File: src/rtl/idli_pkg.sv
// Shared SQI definitions for the idli memory path.
package idli_pkg;

    // One SQI transfer unit: four data lines, one nibble per clock.
    typedef logic [3:0] sqi_data_t;

    // Read-return buffer FSM states.
    typedef enum logic [1:0] {
        RDB_IDLE,
        RDB_FILL,
        RDB_DRAIN
    } rdb_state_t;

    // Nibbles carried by a byte access.
    localparam int SQI_BYTE_NIBBLES = 2;

endpackage

File: src/rtl/idli_rdbuf_m.sv
// Read-return buffer: captures nibbles from memory MSB-first and replays
// them to the core LSB-first over valid/ready. Byte reads are extended to a
// full word of DEPTH nibbles.
// Optional build macro IDLI_RDB_ZEXT_EN adds i_rdb_zext, which selects zero
// extension instead of sign extension for byte reads.
module idli_rdbuf_m
    import idli_pkg::*;
#(
    parameter int DEPTH = 4,
    parameter bit RESET = 1'b0
) (
    input  logic      i_rdb_gck,
    input  logic      i_rdb_rst_n,
    input  logic      i_rdb_start,
    input  logic      i_rdb_byte,
`ifdef IDLI_RDB_ZEXT_EN
    input  logic      i_rdb_zext,
`endif
    input  logic      i_rdb_sqi_vld,
    input  sqi_data_t i_rdb_sqi_data,
    output sqi_data_t o_rdb_data,
    output logic      o_rdb_vld,
    input  logic      i_rdb_rdy,
    output logic      o_rdb_busy,
    output logic      o_rdb_done
);

    localparam int CW = $clog2(DEPTH);
    typedef logic [CW-1:0] cnt_t;

    localparam cnt_t WORD_LAST = cnt_t'(DEPTH - 1);
    localparam cnt_t BYTE_LAST = cnt_t'(SQI_BYTE_NIBBLES - 1);

    rdb_state_t state;
    logic       byte_q;
    logic       ext_zero_q;
    cnt_t       cnt;
    cnt_t       idx;
    sqi_data_t  slot [DEPTH];

    logic       zext_in;
    cnt_t       fill_last;
    logic       fill_wr;
    logic       accept;
    logic       ext_sel;
    sqi_data_t  ext_nib;
    sqi_data_t  drain_nib;

`ifdef IDLI_RDB_ZEXT_EN
    assign zext_in = i_rdb_zext;
`else
    assign zext_in = 1'b0;
`endif

    // Datapath decode: write slot, drain nibble select and extension nibble.
    always_comb begin
        fill_last = byte_q ? BYTE_LAST : WORD_LAST;
        fill_wr   = (state == RDB_FILL) && i_rdb_sqi_vld;
        accept    = (state == RDB_DRAIN) && i_rdb_rdy;
        // Past the two captured nibbles of a byte read, replay the extension.
        ext_sel   = byte_q && (int'(idx) >= SQI_BYTE_NIBBLES);
        ext_nib   = ext_zero_q ? '0 : {4{slot[1][3]}};
        drain_nib = ext_sel ? ext_nib : slot[idx];
    end

    // Outputs are pure decodes of the state register plus the handshake.
    always_comb begin
        o_rdb_vld  = (state == RDB_DRAIN);
        o_rdb_busy = (state != RDB_IDLE);
        o_rdb_data = o_rdb_vld ? drain_nib : '0;
        o_rdb_done = accept && (idx == WORD_LAST);
    end

    // Transfer FSM: latch the access type, count captured and replayed nibbles.
    always_ff @(posedge i_rdb_gck) begin
        if (!i_rdb_rst_n) begin
            state      <= RDB_IDLE;
            byte_q     <= 1'b0;
            ext_zero_q <= 1'b0;
            cnt        <= '0;
            idx        <= '0;
        end else begin
            case (state)
                RDB_IDLE: begin
                    if (i_rdb_start) begin
                        byte_q     <= i_rdb_byte;
                        ext_zero_q <= i_rdb_byte & zext_in;
                        cnt        <= '0;
                        state      <= RDB_FILL;
                    end
                end
                RDB_FILL: begin
                    if (i_rdb_sqi_vld) begin
                        // Leave at the terminal count rather than incrementing past it.
                        if (cnt == fill_last) begin
                            idx   <= '0;
                            state <= RDB_DRAIN;
                        end else begin
                            cnt <= cnt + 1'b1;
                        end
                    end
                end
                RDB_DRAIN: begin
                    if (i_rdb_rdy) begin
                        if (idx == WORD_LAST) begin
                            state <= RDB_IDLE;
                        end else begin
                            idx <= idx + 1'b1;
                        end
                    end
                end
                default: state <= RDB_IDLE;
            endcase
        end
    end

    // Nibble storage: MSB-first arrival lands in descending slots so slot 0 is the LSB.
    always_ff @(posedge i_rdb_gck) begin
        if (!i_rdb_rst_n) begin
            if (RESET) begin
                for (int unsigned i = 0; i < DEPTH; i++) begin
                    slot[i] <= '0;
                end
            end
        end else if (fill_wr) begin
            slot[fill_last - cnt] <= i_rdb_sqi_data;
        end
    end

`ifndef SYNTHESIS
    // Memory must not present data once the buffer is replaying.
    a_no_sqi_in_drain: assert property (
        @(posedge i_rdb_gck) disable iff (!i_rdb_rst_n)
        (state == RDB_DRAIN) |-> !i_rdb_sqi_vld
    );
`endif

endmodule

File: config.mk
export PLATFORM = sky130hd
export DESIGN_NAME = idli_rdbuf_m
export DESIGN_NICKNAME = d
export VERILOG_FILES = /design/src/rtl/idli_pkg.sv /design/src/rtl/idli_rdbuf_m.sv
export SDC_FILE = /design/constraint.sdc
export NUM_CORES = 1
export LEC_CHECK = 0
export ABC_AREA = 1
export CORE_UTILIZATION = 23
export DETAILED_ROUTE_END_ITERATION = 10
export DONT_BUFFER_PORTS = 1
export PLACE_DENSITY_LB_ADDON = 0.12
export SETUP_SLACK_MARGIN = 0.05
export SYNTH_ARGS = -nofsm -noshare
export SYNTH_HDL_FRONTEND = slang
export SYNTH_SLANG_ARGS = --single-unit
File: constraint.sdc
create_clock -name i_rdb_gck -period 4 [get_ports i_rdb_gck]
set_input_delay 0.6 -clock i_rdb_gck [delete_from_list [all_inputs] [get_ports i_rdb_gck]]
set_output_delay 0.6 -clock i_rdb_gck [all_outputs]
set_load 0.01 [all_outputs]
==> results of run 1 <==
[power breakdown]
| part | internal (uW) | leakage, uW | total, uW | switching, uW |
|---|---|---|---|---|
| Sequential | 297 | 0.000217 | 320 | 22.7 |
| Combinational | 52.7 | 0.000228 | 176 | 123 |
| Clock | 70.6 | 0.0000217 | 156 | 84.9 |
[cell usage after synthesis, drive strengths merged]
master  number  area [um^2]
nor3         4         20.0
inv         14         52.6
o21ai        3         15.0
o31ai        1         7.51
ha           2         25.0
dfxtp        9          180
and2         1         6.26
nand2       34          135
nand3       15         80.1
buf          1         5.00
nand4        3         18.8
a21oi       10         50.1
nor2        19         88.8
edfxtp      16          480
[critical path, cell delays in order (launching register included)]
cell	delay, ns
dfxtp_1	0.39
ha_1	0.16
nor2_1	0.05
o31ai_1	0.52
nor2_1	0.20
[layout by cell type (no fill, tap or decap), drive strengths merged]
master | Yosys | routed
o21ai | 3 | 3
nor2 | 19 | 19
a21oi | 10 | 10
nand4 | 3 | 3
clkinvlp | 0 | 1
nand3 | 15 | 15
ha | 2 | 2
and2 | 1 | 1
edfxtp | 16 | 16
inv | 14 | 14
nor3 | 4 | 4
clkbuf | 0 | 3
nand2 | 34 | 34
o31ai | 1 | 1
dfxtp | 9 | 9
[worst max path at each step]
stage	start	to	slack [ns]
5_1_grt	idx[0]$_SDFFE_PN0P_	o_rdb_data[2]	1.69
6_report	idx[1]$_SDFFE_PN0P_	o_rdb_data[1]	1.82
4_1_cts	idx[1]$_SDFFE_PN0P_	o_rdb_data[1]	1.77
2_1_floorplan	idx[0]$_SDFFE_PN0P_	o_rdb_data[0]	2.38
3_3_place_gp	idx[1]$_SDFFE_PN0P_	o_rdb_data[0]	2.10
3_5_place_dp	idx[1]$_SDFFE_PN0P_	o_rdb_data[1]	2.08
[layout make-up]
type | count | share of cell area
Sequential cell | 25 | 0.511
Multi-Input combinational cell | 92 | 0.346
Clock buffer | 3 | 0.0319
Tap cell | 67 | 0.0649
Inverter | 14 | 0.0407
Clock inverter | 1 | 0.00581
[per-stage QoR]
step           hold slack (ns)  power, uW  setup WS [ns]  area, um^2
6_report                 0.418        651           1.82        1290
5_1_grt                  0.397        703           1.69        1290
4_1_cts                  0.413        659           1.77        1290
3_5_place_dp             0.495        504           2.08        1240
3_3_place_gp             0.488        503           2.10        1240
2_1_floorplan            0.469        468           2.38        1160
[sequential cells by signal, summed over array words and instances, names as in the netlist, named ones only]
register,count
idx,2
slot,16
cnt,2
byte_q,1
state,2
[routing by layer]
| metal | vias to the layer above | wire length (um) |
|---|---|---|
| met5 | - | 0 |
| met4 | 0 | 27 |
| met3 | 2 | 105 |
| met2 | 10 | 1100 |
| met1 | 381 | 1230 |
| li1 | 450 | - |
[cell families (layout without fill, tap and decap cells)]
logic type | count (synthesis) | after routing
buffers and inverters | 15 | 18
flip-flops | 25 | 25
AO/OA/AOI/OAI | 14 | 14
adder cells (fa/ha/maj) | 2 | 2
AND/OR/NAND/NOR | 76 | 76
==> reports/metrics.yaml, run 1 <==
logic_synthesis:
  synth.cell_area_um2: 1160
  synthAdderAreaFrac: 0.0215
  synth_cells: 132
  synthDistinctLibCells: 19
  synth_xor_area_frac: 0
  synth_top_family_by_area: "simple AND/OR/NAND/NOR gates"
  synth_nets: 144
  synth_mux_area_frac: 0
  synth_compound_area_frac: 0.0623
  avgSynthCellArea_um2: 8.82
  ys_seq_elements: 25
  yosys_warnings: 0
  synth_simple_gate_area_frac: 0.300
  synth-seq-area-share: 0.567
worst_setup_path:
  worstRegToRegCells: 4
  reg2reg_slack_ns: 2.22
  cp_max_fo: 4
  worst-endpoint-arrival_ns: 1.58
  cp.required_ns: 3.40
  start_kind: "register"
  worstReg2RegStart: "state[0]$_SDFFE_PN0P_"
  cp-end-kind: "primary output"
  crit_type: "register to primary output"
  reg2reg_to: "slot[2][3]$_DFFE_PP_"
grt:
  use_met2: 0.149
  antenna_found_initial: 0
  use_met1: 0.145
  grt_pass1_wl_mm: 4.08
  grtUsageMet3: 0.0276
  grt_pass1_vias: 815
  grt_overflow: 0
  grt.total_usage: 0.103
  grt.busiest_layer: "met2"
  grt_max_degree: 16
sta:
  rsz0062_at_grt: "false"
  fin_setup_tns_ns: 0
  finalSetupViolations: 0
  worst_clock_skew_ns: 0.00330
  max_clock_freq_ghz: 0.459
  finalHoldViolCount: 0
  period_needed_ns: 2.18
  maxSlewHeadroom: 0.522
  finalMaxSlewViolations: 0
  min_period_over_period: 0.545
  worstMarginPinSlew_ns: 0.711
cells_and_area:
  drive_above_1_share: 0.104
  fillers: 521
  areaGrowthSynthToFinish_pct: 11.0
  final_nets: 148
  n_antenna_cell: 0
  utilization: 0.270
  multi_input_area_um2: 447
  layout.area.seq_um2: 661
  final_cell_count_no_fill: 202
routing:
  post-route-drc-count: 0
  drt-initial-drc-count: 28
  ant_nets: 0
  wl_per_cell_um: 12.2
  vias_per_cell: 4.17
  vias: 843
  wirelength_mm: 2.46
  firstDrtPassIters: 4
hold_path:
  hold_end: "slot[3][1]$_DFFE_PP_"
  hold-path-cell-count: 0
  hp-class: "input port to register"
  hp-start: "i_rdb_sqi_data[1]"
floorplanning:
  ios: 17
  core.rowCount: 25
  core-area_um2: 4790
  start_util: 0.243
  die_w_um: 73.2
  die_y_um: 73.2
  dieArea_um2: 5350
place:
  place_inst: 198
  portBuffers: 0
  gp_congestion: 0.762
  dp_hpwl_mm: 1.88
clock_tree:
  cts_repair_resize_count: 0
  cts_sinks: 25
  htreeDepth: 1
  cts_tree: "built"
  clk_latency_ns: 0.27
  clock_path_buffers: 2
  clkTransAtPathRegs_ns: 0.09
  hold_buffers: 0
  cts_root_buf: "clkbuf_8"
  cts_setup_buffers: 0
  cts_made_buffers: 3
pwr:
  p_leak_uw: 0.000467
  ir_drop_mv: 0.184
  power_density_nw_per_um2: 504
run_status:
  outcome: "complete, no violations"
job:
  maxCapViolCount: 0
Note: power is estimated with default switching activity, not from simulation.
==> run 2: changes to the inputs <==
==> constraint.sdc (replaced) <==
create_clock -name i_rdb_gck -period 1.96 [get_ports i_rdb_gck]
set_input_delay 0.294 -clock i_rdb_gck [delete_from_list [all_inputs] [get_ports i_rdb_gck]]
set_output_delay 0.294 -clock i_rdb_gck [all_outputs]
set_load 0.01 [all_outputs]
==> reports/metrics.yaml, run 2 (synthesized netlist as in run 1, its figures left out) <==
cells_and_area:
  mostFrequentLayoutCell: "nand2_1"  # unchanged
  areaGrowthSynthToFinish_pct: 14.1  # was 11.0%
  n_antenna_cell: 0  # unchanged
  drive_above_1_share: 0.137  # was 0.104
  fillers: 507  # was 521
  final_nets: 152  # was 148
  layout.area.seq_um2: 661  # unchanged
  multi_input_area_um2: 452  # was 447 um^2
  regMostFlops: "slot"  # unchanged
  layout_common_cells: "31 x nand2_1, 16 x nor2_1, 16 x edfxtp_1"  # unchanged
  largest_register_ff_count: 16  # unchanged
grt:
  grt_overflow: 0  # unchanged
  grt_pass1_wl_mm: 3.84  # was 4.08 mm
  antenna_found_initial: 0  # unchanged
  grt_pass1_vias: 800  # was 815
  grt_max_degree: 17  # was 16
  grt.total_usage: 0.0979  # was 0.103
clock_tree:
  clock_path_buffers: 2  # unchanged
  cts_root_buf: "clkbuf_8"  # unchanged
  cts_sinks: 25  # unchanged
  cts_made_buffers: 3  # unchanged
  clkTransAtPathRegs_ns: 0.09  # about the same
  cts_tree: "built"  # unchanged
  clk_latency_ns: 0.27  # about the same
  htreeDepth: 1  # unchanged
  cts_setup_buffers: 0  # unchanged
floorplanning:
  die_w_um: 73.2  # unchanged
  start_util: 0.243  # unchanged
  die_y_um: 73.2  # unchanged
  ios: 17  # unchanged
  core-area_um2: 4790  # unchanged
  dieArea_um2: 5350  # unchanged
  core.rowCount: 25  # unchanged
worst_setup_path:
  cp_slowest_stage_delay_ns: 0.39  # was 0.52 ns
  worst-endpoint-arrival_ns: 1.45  # was 1.58 ns
  start_kind: "register"  # unchanged
  cpMostUsedCell: "nor2_1"  # unchanged
  slowest_stage: "dfxtp_1"  # was o31ai_1
  cp.required_ns: 1.67  # was 3.40 ns
  cp-end-kind: "primary output"  # unchanged
  crit_type: "register to primary output"  # unchanged
  cp_max_fo: 4  # unchanged
  path_cells: "ha_1 > nor2_1 > nor2_1 > a21oi_1 > nor2_1"  # was ha_1 > nor2_1 > o31ai_1 > nor2_1
sta:
  setup_slack_ns: 0.213  # was 1.82 ns
  max_clock_freq_ghz: 0.572
  maxSlewHeadroom: 0.706  # was 0.522
  finalSetupViolations: 0  # unchanged
  finalMaxSlewViolations: 0  # unchanged
  rsz0062_at_grt: "false"  # unchanged
  worst_clock_skew_ns: 0.00492  # was 0.00330 ns
  min_period_over_period: 0.892
  worstMarginPinSlew_ns: 0.440  # was 0.711 ns
  fin_setup_tns_ns: 0  # unchanged
  finalHoldViolCount: 0  # unchanged
  period_needed_ns: 1.75
place:
  dp_hpwl_mm: 1.87  # was 1.88 mm
  dp_slack_ns: 0.351  # was 2.08 ns
  gp_congestion: 0.782  # was 0.762
  portBuffers: 0  # unchanged
routing:
  drt-initial-drc-count: 47  # was 28
  firstDrtPassIters: 4  # unchanged
  wl_per_cell_um: 11.8  # was 12.2 um
  vias_per_cell: 4.19  # was 4.17
  post-route-drc-count: 0  # unchanged
  vias: 863  # was 843
  wirelength_mm: 2.43  # was 2.46 mm
  ant_nets: 0  # unchanged
pwr:
  ir_drop_mv: 0.270  # was 0.184 mV
  p_leak_uw: 0.000494  # was 0.000467 uW
  power_density_nw_per_um2: 1010  # was 504 nW/um^2
hold_path:
  hp-class: "input port to register"  # unchanged
job:
  maxCapViolCount: 0  # unchanged
run_status:
  outcome: "complete, no violations"  # unchanged
-- run 2: changes by cell type in the layout (fill, tap and decap cells not counted) --
cell        change
o31ai_1         -1
o31ai_2         +1
clkinvlp_4      -1
inv_6           +1
buf_4           +4
-- run 2: timing repair --
action,in CTS,in global routing
resized for setup,1,0
setup endpoints to repair,4,0
hold buffers,0,0
-- run 2: area by class of cell --
cell class,instances,share of cell area
Clock buffer,3,0.0311
Clock inverter,1,0.00659
Multi-Input combinational cell,92,0.340
Inverter,14,0.0395
Timing Repair Buffer,4,0.0226
Tap cell,67,0.0631
Sequential cell,25,0.497
-- run 2: worst max-delay path: cells and delay by family (launching register included) --
kind	cells	cell delay [ns]
adders and majority gates	1	0.16
and+or+nand+nor	3	0.54
AOI/OAI and AO/OA	1	0.09
DFF	1	0.39
-- run 2: path summary, 6_finish.rpt --
check / cells after the start / slack, ns / to / startpoint
hold / removal: 0 / 0.11 / slot[1][0]$_DFFE_PP_ / i_rdb_sqi_data[0]
setup / recovery: 5 / 0.21 / o_rdb_data[1] / idx[1]$_SDFFE_PN0P_
hold reg to reg: 2 / 0.51 / cnt[1]$_SDFFE_PN0P_ / cnt[1]$_SDFFE_PN0P_
setup reg to reg: 4 / 0.38 / slot[1][1]$_DFFE_PP_ / state[0]$_SDFFE_PN0P_
-- run 2: metal layers --
| metal | global-route usage | up-vias | wire length, um |
|---|---|---|---|
| li1 | - | 457 | - |
| met4 | 0.0458 | 0 | 21 |
| met1 | 0.128 | 397 | 1170 |
| met5 | 0 | - | 0 |
| met2 | 0.148 | 7 | 1130 |
| met3 | 0.0290 | 2 | 101 |
-- run 2: stage by stage --
step	cell area (um^2)	utilization	hold slack [ns]	total power (uW)	std cells
final	1330	0.278	0.108	1350	206
after global routing	1330	0.278	0.0941	1440	206
after floorplan	1160	-	0.393	955	132
after detailed placement	1270	0.266	0.393	1040	202
after CTS	1330	0.278	0.101	1370	206
after global placement	1270	0.266	0.393	1030	202
-- run 2: power breakdown --
group	internal [uW]	switching, uW	total [uW]
clock	149	176	325
combinational	116	259	375
sequential	606	40.1	646
total	871	476	1350
==> run 3: changes to the inputs <==
==> constraint.sdc (replaced) <==
create_clock -name i_rdb_gck -period 1.96 [get_ports i_rdb_gck]
set_input_delay 0.294 -clock i_rdb_gck [delete_from_list [all_inputs] [get_ports i_rdb_gck]]
set_output_delay 0.294 -clock i_rdb_gck [all_outputs]
set_load 0.1 [all_outputs]
==> reports/metrics.yaml, run 3 (synthesized netlist as in run 1, its figures left out) <==
sta:
  maxSlewHeadroom: 0.718  # was 0.706
  finalHoldViolCount: 0  # unchanged
  finalMaxSlewViolations: 0  # unchanged
  min_period_over_period: 0.933  # was 0.892
  period_needed_ns: 1.83  # was 1.75 ns
  max_clock_freq_ghz: 0.547  # was 0.572 GHz
  worstMarginPinSlew_ns: 0.422  # was 0.440 ns
  setup_slack_ns: 0.132  # was 0.213 ns
  worst_clock_skew_ns: 0.00702  # was 0.00492 ns
  rsz0062_at_grt: "false"  # unchanged
  finalSetupViolations: 0  # unchanged
floorplanning:
  die_w_um: 73.2  # unchanged
  ios: 17  # unchanged
  core-area_um2: 4790  # unchanged
  core.rowCount: 25  # unchanged
  dieArea_um2: 5350  # unchanged
  start_util: 0.243  # unchanged
  die_y_um: 73.2  # unchanged
worst_setup_path:
  worst-endpoint-arrival_ns: 1.53  # was 1.45 ns
  cp_max_fo: 4  # unchanged
  cp.required_ns: 1.67  # about the same
  path_cells: "inv_1 > ha_2 > nor2_4 > o31ai_4 > buf_12 > nor2_4 > buf_12"  # was ha_1 > nor2_1 > nor2_1 > a21oi_1 > nor2_1
  slowest_stage: "dfxtp_2"  # was dfxtp_1
  crit_type: "register to primary output"  # unchanged
  cp-end-kind: "primary output"  # unchanged
  cp_slowest_stage_delay_ns: 0.36  # was 0.39 ns
  start_kind: "register"  # unchanged
routing:
  ant_nets: 0  # unchanged
  vias_per_cell: 4.18  # was 4.19
  drt-initial-drc-count: 48  # was 47
  vias: 899  # was 863
  wl_per_cell_um: 11.6  # was 11.8 um
  post-route-drc-count: 0  # unchanged
  firstDrtPassIters: 4  # unchanged
  wirelength_mm: 2.49  # was 2.43 mm
grt:
  grt_max_degree: 15  # was 17
  grt.total_usage: 0.108  # was 0.0979
  grt_pass1_wl_mm: 4.30  # was 3.84 mm
  grt_overflow: 0  # unchanged
  antenna_found_initial: 0  # unchanged
  grt_pass1_vias: 897  # was 800
pwr:
  p_leak_uw: 0.000578  # was 0.000494 uW
  ir_drop_mv: 0.410  # was 0.270 mV
  p_sw_uw: 720  # was 476 uW
  pwr-share-seq: 0.385  # was 0.480
  pwr-share-comb: 0.441  # was 0.279
  p_int_uw: 982  # was 871 uW
  power_density_nw_per_um2: 1090  # was 1010 nW/um^2
  sw_frac_of_total: 0.423  # was 0.353
  p_clk_frac: 0.174  # was 0.242
hold_path:
  hp-class: "input port to register"  # unchanged
run_status:
  outcome: "complete, no violations"  # unchanged
clock_tree:
  clkTransAtPathRegs_ns: 0.09  # about the same
  htreeDepth: 1  # unchanged
  cts_tree: "built"  # unchanged
  cts_made_buffers: 3  # unchanged
  cts_sinks: 25  # unchanged
  cts_root_buf: "clkbuf_8"  # unchanged
  clk_latency_ns: 0.26  # was 0.27 ns
  clock_path_buffers: 2  # unchanged
cells_and_area:
  multi_input_area_um2: 534  # was 452 um^2
  drive_above_1_share: 0.297  # was 0.137
  layout_common_cells: "31 x nand2_1, 16 x edfxtp_1, 14 x nand3_1"  # was 31 x nand2_1, 16 x nor2_1, 16 x edfxtp_1
  n_antenna_cell: 0  # unchanged
  final_nets: 161  # was 152
  final_cell_count_no_fill: 215  # was 206
  mostFrequentLayoutCell: "nand2_1"  # unchanged
  regMostFlops: "slot"  # unchanged
  areaGrowthSynthToFinish_pct: 33.8  # was 14.1%
  fillers: 493  # was 507
  largest_register_ff_count: 16  # unchanged
  utilization: 0.326  # was 0.278
  layout.area.seq_um2: 667  # was 661 um^2
place:
  dp_slack_ns: 0.128  # was 0.351 ns
  portBuffers: 0  # unchanged
  gp_congestion: 0.790  # was 0.782
  dp_hpwl_mm: 2.00  # was 1.87 mm
  place_inst: 209  # was 202
job:
  maxCapViolCount: 0  # unchanged
[run 3: cell types whose count changed in the layout (fill, tap and decap cells not counted), moves of 2 or more]
cell     before  now
buf_4         4    7
buf_12        0    6
nor2_4        2    8
dfxtp_1       9    6
a21oi_1      10    6
a21oi_2       0    4
dfxtp_2       0    2
nor2_1       16   10
[run 3: layer usage]
metal / part of all wire / wire [um] / GRT usage / vias to the layer above
met4: 0.0080 / 20 / 0.0327 / 0
li1: - / - / - / 477
met3: 0.030 / 75 / 0.0221 / 2
met5: 0 / 0 / 0 / -
met2: 0.45 / 1120 / 0.160 / 15
met1: 0.51 / 1280 / 0.156 / 405
[run 3: path summary, 6_finish.rpt]
| path | from | endpoint | slack, ns | cells after the start |
|---|---|---|---|---|
| worst max-delay path | idx[0]$_SDFFE_PN0P_ | o_rdb_data[1] | 0.13 | 7 |
| worst min-delay path | i_rdb_sqi_data[3] | slot[0][3]$_DFFE_PP_ | 0.12 | 0 |
| worst max register to register | byte_q$_SDFFE_PN0P_ | slot[1][0]$_DFFE_PP_ | 0.33 | 6 |
| worst min register to register | cnt[1]$_SDFFE_PN0P_ | cnt[1]$_SDFFE_PN0P_ | 0.53 | 2 |
[run 3: metrics by stage]
step	TNS, ns	hold slack (ns)	area [um^2]	total power [uW]
global route	0	0.104	1560	1810
floorplan	-0.805	0.393	1220	1200
finish	0	0.121	1560	1700
global placement	0	0.393	1440	1370
CTS	0	0.115	1550	1720
detailed placement	0	0.393	1440	1380
[run 3: cell type report]
cell class,count,area share
flip-flops and latches,25,0.428
multi-input cells,92,0.343
clock inverters,1,0.00321
clock buffers,3,0.0265
well taps,67,0.0538
repair buffers,13,0.111
inverters,14,0.0353
[run 3: critical path: cells and delay by family (launching register included)]
kind | cells | cell delay [ns]
buffers and inverters | 3 | 0.38
DFF | 1 | 0.36
and+or+nand+nor | 2 | 0.26
adders and majority gates | 1 | 0.18
AOI/OAI and AO/OA | 1 | 0.09
[run 3: power groups by stage]
stage                     Combinational (uW)  Sequential [uW]  Clock [uW]
final                                    752              655         296
after global routing                     815              663         329
after detailed placement                 711              666           0
after global placement                   707              665           0
after CTS                                753              654         308
after floorplan                          545              656           0
[run 3: timing repair]
action	CTS	global route
endpoints found under the setup margin	4	4
buffers inserted	1	1
pin swaps	1	1
resized for setup	9	3
hold buffers	0	0
